$ cat config.mk
export PLATFORM = sky130hd
export DESIGN_NAME = ip_header_builder
export DESIGN_NICKNAME = d
export VERILOG_FILES = /design/src/rtl/ip_pkg.sv /design/src/rtl/ip_csum_accum.sv /design/src/rtl/ip_header_builder.sv
export SDC_FILE = /design/constraint.sdc
export NUM_CORES = 1
export LEC_CHECK = 0
export ABC_AREA = 1
export ABC_CLOCK_PERIOD_IN_PS = 4290
export BUFFER_PORTS_ARGS = -buffer_cell sky130_fd_sc_hd__buf_2
export CAP_MARGIN = 0
export CORE_UTILIZATION = 57
export CTS_CLUSTER_DIAMETER = 50
export DETAILED_ROUTE_END_ITERATION = 12
export PLACE_DENSITY = 0.82
export SYNTH_ARGS = -nofsm -noshare
export SYNTH_HDL_FRONTEND = slang
export SYNTH_SLANG_ARGS = --single-unit
$ cat constraint.sdc
create_clock -name clk -period 4.29 [get_ports clk]
set_input_delay 0 -clock clk [delete_from_list [all_inputs] [get_ports clk]]
set_output_delay 0 -clock clk [all_outputs]
set_load 0.03 [all_outputs]
$ cat src/rtl/ip_pkg.sv
// ---------------------------------------------------------------------------
// ip_pkg
// Shared IPv4 definitions for the TX header builder and the RX header parser:
// FSM state type, fixed header constants, protocol numbers, the latched
// header-field record and helpers that map the record onto 16-bit header
// words and onto serial header bytes (network order, MSB first).
// ---------------------------------------------------------------------------
package ip_pkg;

  typedef enum logic [1:0] {
    ST_IDLE = 2'd0,
    ST_CALC = 2'd1,
    ST_FOLD = 2'd2,
    ST_SEND = 2'd3
  } ip_state_t;

  localparam logic [3:0] IPV4_VERSION   = 4'd4;
  localparam logic [3:0] IPV4_IHL_MIN   = 4'd5;
  localparam logic [4:0] IPV4_HDR_BYTES = 5'd20;
  localparam logic [3:0] IPV4_HDR_WORDS = 4'd10;

  localparam logic [7:0] PROTO_ICMP = 8'd1;
  localparam logic [7:0] PROTO_TCP  = 8'd6;
  localparam logic [7:0] PROTO_UDP  = 8'd17;

  // Index of the final header byte / final header word.
  localparam logic [4:0] LAST_BYTE_IDX = IPV4_HDR_BYTES - 5'd1;
  localparam logic [3:0] LAST_WORD_IDX = IPV4_HDR_WORDS - 4'd1;

  typedef struct packed {
    logic [7:0]  tos;
    logic [15:0] total_length;
    logic [15:0] identification;
    logic [2:0]  flags;
    logic [12:0] fragment_offset;
    logic [7:0]  ttl;
    logic [7:0]  protocol;
    logic [31:0] source_ip;
    logic [31:0] dest_ip;
  } ip_hdr_fields_t;

  // 16-bit header word 0..9; word 5 carries the supplied checksum value
  // (pass zero while the checksum itself is being computed).
  function automatic logic [15:0] hdr_word(input ip_hdr_fields_t f,
                                           input logic [15:0]    csum,
                                           input logic [3:0]     idx);
    logic [15:0] w;
    case (idx)
      4'd0:    w = {IPV4_VERSION, IPV4_IHL_MIN, f.tos};
      4'd1:    w = f.total_length;
      4'd2:    w = f.identification;
      4'd3:    w = {f.flags, f.fragment_offset};
      4'd4:    w = {f.ttl, f.protocol};
      4'd5:    w = csum;
      4'd6:    w = f.source_ip[31:16];
      4'd7:    w = f.source_ip[15:0];
      4'd8:    w = f.dest_ip[31:16];
      4'd9:    w = f.dest_ip[15:0];
      default: w = 16'h0000;
    endcase
    return w;
  endfunction

  // Header byte 0..19: even bytes are the high half of a word.
  function automatic logic [7:0] hdr_byte(input ip_hdr_fields_t f,
                                          input logic [15:0]    csum,
                                          input logic [4:0]     idx);
    logic [15:0] w;
    w = hdr_word(f, csum, idx[4:1]);
    return idx[0] ? w[7:0] : w[15:8];
  endfunction

endpackage

$ cat src/rtl/ip_csum_accum.sv
// ---------------------------------------------------------------------------
// ip_csum_accum
// 20-bit ones'-complement checksum accumulator. Words are summed with the
// carries kept in the upper nibble; the fold/invert output turns the running
// sum into an IPv4 header checksum. On the RX side a correct header folds to
// zero, so the same block serves for checking.
// Ports:
//   clk       clock, rising edge
//   rst       synchronous active-high reset (accumulator := 0)
//   clear_i   zero the accumulator (has priority over add_i)
//   add_i     add word_i into the accumulator this cycle
//   word_i    16-bit word to add
//   csum_o    ~fold(accumulator), combinational from the register
// ---------------------------------------------------------------------------
module ip_csum_accum (
  input  logic        clk,
  input  logic        rst,
  input  logic        clear_i,
  input  logic        add_i,
  input  logic [15:0] word_i,
  output logic [15:0] csum_o
);

  logic [19:0] acc_q;
  logic [19:0] acc_d;
  logic [16:0] s1;
  logic [15:0] s2;

  // Next accumulator value: clear, add or hold.
  always_comb begin
    acc_d = acc_q;
    if (clear_i) begin
      acc_d = 20'd0;
    end else if (add_i) begin
      acc_d = acc_q + {4'd0, word_i};
    end else begin
      acc_d = acc_q;
    end
  end

  // Accumulator register.
  always_ff @(posedge clk) begin
    if (rst) begin
      acc_q <= 20'd0;
    end else begin
      acc_q <= acc_d;
    end
  end

  // Two folds are enough: ten words cannot push s1 past 0x1000E, so the
  // second add never carries again.
  always_comb begin
    s1     = {1'b0, acc_q[15:0]} + {13'd0, acc_q[19:16]};
    s2     = s1[15:0] + {15'd0, s1[16]};
    csum_o = ~s2;
  end

endmodule

$ cat src/rtl/ip_header_builder.sv
// ---------------------------------------------------------------------------
// ip_header_builder
// TX IPv4 header generator. On start (in IDLE) all header fields are latched,
// the header checksum is accumulated over ten words and folded (or taken from
// header_checksum_in when CALC_CHECKSUM=0), then the 20-byte option-less
// header is sent MSB-first on a valid/ready byte stream.
// Ports:
//   clk, rst               clock / synchronous active-high reset
//   start                  build one header (sampled only in IDLE)
//   tos .. dest_ip         header fields, latched on the accepted start
//   header_checksum_in     checksum sent verbatim when CALC_CHECKSUM=0
//   data_out/valid/ready   byte stream; data_last marks byte 19
//   busy                   high in every state but IDLE
//   done                   one-cycle pulse after byte 19 is accepted
//   checksum_out           checksum placed in bytes 10-11
// All outputs are registered; data_valid never depends on data_ready within
// the same cycle.
// ---------------------------------------------------------------------------
module ip_header_builder #(
  parameter bit CALC_CHECKSUM = 1'b1
) (
  input  logic        clk,
  input  logic        rst,
  input  logic        start,
  input  logic [7:0]  tos,
  input  logic [15:0] total_length,
  input  logic [15:0] identification,
  input  logic [2:0]  flags,
  input  logic [12:0] fragment_offset,
  input  logic [7:0]  ttl,
  input  logic [7:0]  protocol,
  input  logic [15:0] header_checksum_in,
  input  logic [31:0] source_ip,
  input  logic [31:0] dest_ip,
  output logic [7:0]  data_out,
  output logic        data_valid,
  input  logic        data_ready,
  output logic        data_last,
  output logic        busy,
  output logic        done,
  output logic [15:0] checksum_out
);

  import ip_pkg::*;

  ip_state_t      state_q,      state_d;
  logic [4:0]     idx_q,        idx_d;      // word index in CALC, byte index in SEND
  ip_hdr_fields_t fields_q,     fields_d;
  logic [7:0]     data_out_q,   data_out_d;
  logic           data_valid_q, data_valid_d;
  logic           data_last_q,  data_last_d;
  logic           busy_q,       busy_d;
  logic           done_q,       done_d;
  logic [15:0]    csum_q,       csum_d;

  ip_hdr_fields_t fields_in;
  logic           acc_clear;
  logic           acc_add;
  logic [15:0]    acc_word;
  logic [15:0]    acc_csum;
  logic [4:0]     idx_next;

  // Gather the field inputs into one record.
  always_comb begin
    fields_in.tos             = tos;
    fields_in.total_length    = total_length;
    fields_in.identification  = identification;
    fields_in.flags           = flags;
    fields_in.fragment_offset = fragment_offset;
    fields_in.ttl             = ttl;
    fields_in.protocol        = protocol;
    fields_in.source_ip       = source_ip;
    fields_in.dest_ip         = dest_ip;
  end

  ip_csum_accum u_csum (
    .clk     (clk),
    .rst     (rst),
    .clear_i (acc_clear),
    .add_i   (acc_add),
    .word_i  (acc_word),
    .csum_o  (acc_csum)
  );

  assign idx_next = idx_q + 5'd1;

  // Next-state and registered-output logic.
  always_comb begin
    state_d      = state_q;
    idx_d        = idx_q;
    fields_d     = fields_q;
    data_out_d   = data_out_q;
    data_valid_d = data_valid_q;
    data_last_d  = data_last_q;
    busy_d       = busy_q;
    done_d       = 1'b0;
    csum_d       = csum_q;
    acc_clear    = 1'b0;
    acc_add      = 1'b0;
    // Checksum field counts as zero while summing.
    acc_word     = hdr_word(fields_q, 16'h0000, idx_q[3:0]);

    case (state_q)
      ST_IDLE: begin
        if (start) begin
          fields_d  = fields_in;
          idx_d     = 5'd0;
          busy_d    = 1'b1;
          acc_clear = 1'b1;
          if (CALC_CHECKSUM) begin
            state_d = ST_CALC;
          end else begin
            // No computation: the first byte is presented right away.
            state_d      = ST_SEND;
            csum_d       = header_checksum_in;
            data_valid_d = 1'b1;
            data_out_d   = hdr_byte(fields_in, header_checksum_in, 5'd0);
            data_last_d  = 1'b0;
          end
        end else begin
          state_d = ST_IDLE;
        end
      end

      ST_CALC: begin
        acc_add = 1'b1;
        if (idx_q[3:0] == LAST_WORD_IDX) begin
          state_d = ST_FOLD;
          idx_d   = 5'd0;
        end else begin
          idx_d = idx_next;
        end
      end

      ST_FOLD: begin
        // The accumulator now holds all ten words; the folded value goes
        // straight into the register and into byte 0 presentation.
        state_d      = ST_SEND;
        csum_d       = acc_csum;
        idx_d        = 5'd0;
        data_valid_d = 1'b1;
        data_out_d   = hdr_byte(fields_q, acc_csum, 5'd0);
        data_last_d  = 1'b0;
      end

      ST_SEND: begin
        if (data_valid_q && data_ready) begin
          if (idx_q == LAST_BYTE_IDX) begin
            state_d      = ST_IDLE;
            idx_d        = 5'd0;
            data_valid_d = 1'b0;
            data_last_d  = 1'b0;
            data_out_d   = 8'h00;
            busy_d       = 1'b0;
            done_d       = 1'b1;
          end else begin
            idx_d       = idx_next;
            data_out_d  = hdr_byte(fields_q, csum_q, idx_next);
            data_last_d = (idx_next == LAST_BYTE_IDX);
          end
        end else begin
          // Stalled: everything holds.
          state_d = ST_SEND;
        end
      end

      default: begin
        state_d      = ST_IDLE;
        idx_d        = 5'd0;
        data_valid_d = 1'b0;
        data_last_d  = 1'b0;
        busy_d       = 1'b0;
      end
    endcase
  end

  // State and output registers.
  always_ff @(posedge clk) begin
    if (rst) begin
      state_q      <= ST_IDLE;
      idx_q        <= 5'd0;
      fields_q     <= '0;
      data_out_q   <= 8'h00;
      data_valid_q <= 1'b0;
      data_last_q  <= 1'b0;
      busy_q       <= 1'b0;
      done_q       <= 1'b0;
      csum_q       <= 16'h0000;
    end else begin
      state_q      <= state_d;
      idx_q        <= idx_d;
      fields_q     <= fields_d;
      data_out_q   <= data_out_d;
      data_valid_q <= data_valid_d;
      data_last_q  <= data_last_d;
      busy_q       <= busy_d;
      done_q       <= done_d;
      csum_q       <= csum_d;
    end
  end

  assign data_out     = data_out_q;
  assign data_valid   = data_valid_q;
  assign data_last    = data_last_q;
  assign busy         = busy_q;
  assign done         = done_q;
  assign checksum_out = csum_q;

endmodule

==> summary.md <==
| Metric | Value |
|---|---|
| Most frequent cell after synthesis | nor2_1 |
| Crit path max fanout | 7 |
| Flop pwr share | between 40% and 50% |
| Worst R2R Path Depth | 17 |
| Highest Signal Layer | met4 |
| NumNets Final | 2115 |
| WHS | ~0.018 ns |
| DP Cell Count | about 2k |
| Clock Pin Slew Worst Setup and Hold Paths | 0.08 ns |
| Synth warnings | 0 |
| Clock Tree Root | clkbuf_16 |
| Postcts setup bufs | 0 |
| Cell Area, Synth | 10900 µm² |
| Placed inst area | 11900 µm² |
| Met2 WL | 20.3 mm |
| Critical path endpoint | u_csum.acc_q[8]$_SDFFE_PP0P_ |
| Critical Path AT | 4.25 ns |
| Ports | 184 |
| TritonCTS clock tree | yes |
| Final ANT Viol Nets | 0 |
| Largest net degree at the start of global routing | 191 |
| Die Span Y | 140 µm |
| Max Root-Sink Buffers | 2 |
| Detailed-route DRC error count | 0 |
| Top_reg_cell synth | dfxtp_1 |
| Psw | 0.00180 W |
| DR WL met3 | 4.38 mm |
| Count of cell types in the netlist | 53 |
| CTS sink cnt | 191 |
| Initial core utilization | 58.3% |
| GP Congestion | 1.03 |
| Synth async-reset ratio | 0% |
| Rows | 50 |
| VDD IR-drop max | 0.300 mV |
| Setup TNS | 0 ns |
| CP endpoint kind | flip-flop |
| Synthesis-stage register bit count | around 190 |
| GR Overflow Total | 0 |
| Actual slew at the worst max-slew pin | 1.32 ns |
| RSZ-0062 raised after global routing | false |
| Area leader, netlist | dfxtp_1 |
| Worst slew margin | 11.5% |
| Sequential element share of the synthesized area | 35.1% |
| Share of the synthesized area in the top cell type | 35.1% |
| Setup violators final | 0 |
| DRT iter0 DRCs | 1630 |
| Reg2Reg Capture Point | u_csum.acc_q[8]$_SDFFE_PP0P_ |
| Logic pwr share | 23.3% |
| Routed WL per cell | 20.2 µm |
| Router iterations before antenna repair | 8 |
| Final Max Slew Viols | 0 |
| H-tree Lvls | 4 |
| Post-CTS sizing | 0 |
| Port Buffers | 167 |
| PD cells | 361 nW/µm² |
| Power share of the clock group | 33.0% |
| Period minus WS final | 3.91 ns |
| Chip width | roughly 140 µm |
| Hold Fails Final Rpt | 0 |
| Synth top area cells | dfxtp_1, nor2_1, nand2_1 |
| Die area | 19700 µm² |
| Switching Share | 35.9% |
| R2R Path Start | idx_q[1]$_SDFFE_PP0P_ |
| WL final | 44.1 mm |
| WP data required | 4.63 ns |
| Int Pwr | 0.00321 W |
| Fmax | 256 MHz |
| Mapped Nets | ~1.8k |
| Leak | 6.34 nW |
| Crit Path Class | reg2reg |
| Finished Cell Area | 13900 µm² |
| Flop-to-flop setup slack | 0.38 ns |
| Most frequent cells after synthesis | nor2_1, nand2_1, dfxtp_1 |
| Critical path launch point type | flip-flop |
| Vias in the first global route | 12.3k |
| Final Instance Count excl. Fillers | between 2k and 2.5k |
| Hpwl dp | approximately 30 mm |
| Vias after detailed routing | 13.1k |
| Worst hold path cell count | 2 |
| Core Box Area | 18700 µm² |
| CP startpoint | idx_q[1]$_SDFFE_PP0P_ |
| Initial antenna violation count | 1 |
| Tcrit/Tclk final | 91.1% |
| Syn Area/Cell | 6.59 µm² |
| Cts bufs inserted | 17 |
| Max Cap Violations | 0 |
| Share of layout cells above drive strength 1 | 14.9% |
| Post-synth EDFFs | 0 |
| Final Util | around 74% |
| Min-Delay Path Class | in2reg |
| Syn-to-layout area delta | 27.6% |
| Syn Inst Count | 1656 |
| First-pass GRT wire length | roughly 67 mm |
| Outcome | completed |
| M1 WL | approximately 17 mm |
| Clk_skew | 0.0122 ns |
| Vias per Instance | 6.00 |
| Clock latency on the worst-skew pair | 0.45 ns |
| Gr usage total | 44.7% |
==> worst max-delay path, cell delays in order (launching register included) <==
cell and delay [ns]:
dfxtp_1 0.37, inv_1 0.11, ha_1 0.15, inv_1 0.06, nor3_1 0.99, buf_4 0.30, nand2_1 0.06, o2111ai_1 0.16
ha_1 0.31, buf_4 0.15, a21oi_1 0.13, nand2_1 0.10, a21oi_1 0.22, o21ai_1 0.16, buf_4 0.17, xor2_1 0.14
o21ai_0 0.17, inv_1 0.06
==> layout make-up <==
class | count | area, µm²
inverter | 152 | 579
multi-input combinational | 1229 | 6100
sequential | 191 | 3820
tap | 234 | 293
clock inverter | 15 | 181
antenna | 2 | 5.00
clock buffer | 17 | 425
timing repair buffer | 340 | 2500
fill | 1423 | 4790
==> state kept, by name, indices dropped and copies added (netlist names) <==
register / flops
fields_q: 136
done: 1
u_csum.acc_q: 20
busy: 1
data_valid: 1
data_out: 8
data_last: 1
state_q: 2
idx_q: 5
checksum_out: 16
==> layer usage <==
| metal | GRT usage (%) | vias up |
|---|---|---|
| met5 | 0 | - |
| met3 | 9.40 | 218 |
| li1 | - | 6048 |
| met1 | 53.5 | 5939 |
| met2 | 73.9 | 877 |
| met4 | 26.5 | 0 |
==> stage by stage <==
step,worst slack [ns],total power (W)
2_1_floorplan,0.762,0.00284
3_3_place_gp,0.536,0.00320
3_5_place_dp,0.517,0.00323
4_1_cts,0.507,0.00493
5_1_grt,0.191,0.00520
6_report,0.384,0.00502
==> power by group through the flow <==
stage	combinational, W	clock, W	sequential (W)
floorplan	0.000661	0	0.00218
global placement	0.000987	0	0.00221
detailed placement	0.00101	0	0.00222
CTS	0.00111	0.00164	0.00218
global route	0.00128	0.00172	0.00220
finish	0.00117	0.00165	0.00219
==> timing repair <==
item | in CTS | in global routing
setup endpoints to repair | 0 | 0
endpoints found under the hold margin | 137 | 0
hold buffers | 137 | 0
==> kinds of logic after synthesis <==
family                   count (synthesis)  synth area share (%)
adder cells (fa/ha/maj)                 28                  3.35
AND/OR/NAND/NOR                        819                  32.8
flip-flops                             191                  35.1
buffers and inverters                  236                  9.06
AO/OA/AOI/OAI                          370                  18.7
XOR/XNOR                                12                 0.964
==> worst min-delay path by stage <==
stage	endpoint	startpoint	slack, ns
after global placement	fields_q[129]$_SDFFE_PP0P_	tos[1]	0.25
after detailed placement	fields_q[124]$_SDFFE_PP0P_	total_length[12]	0.25
after floorplan	fields_q[0]$_SDFFE_PP0P_	dest_ip[0]	0.17
after CTS	state_q[1]$_SDFFE_PP0P_	rst	0.007
final	done$_SDFF_PP0_	rst	0.02
after global routing	data_last$_SDFFE_PP0P_	rst	0.04
==> cell usage in the layout (no fill, tap or decap), types with 26 or more instances in the layout <==
cell type,netlist,routed
nor2_1,311,311
nand2_1,283,282
dfxtp_1,191,191
o21ai_0,175,175
buf_2,9,167
nand3_1,150,150
inv_1,143,141
dlygate4sd3_1,0,137
a21oi_1,116,116
buf_4,3,34
a221oi_1,29,29
ha_1,26,26
No activity file was read; power rests on OpenSTA's default activity.
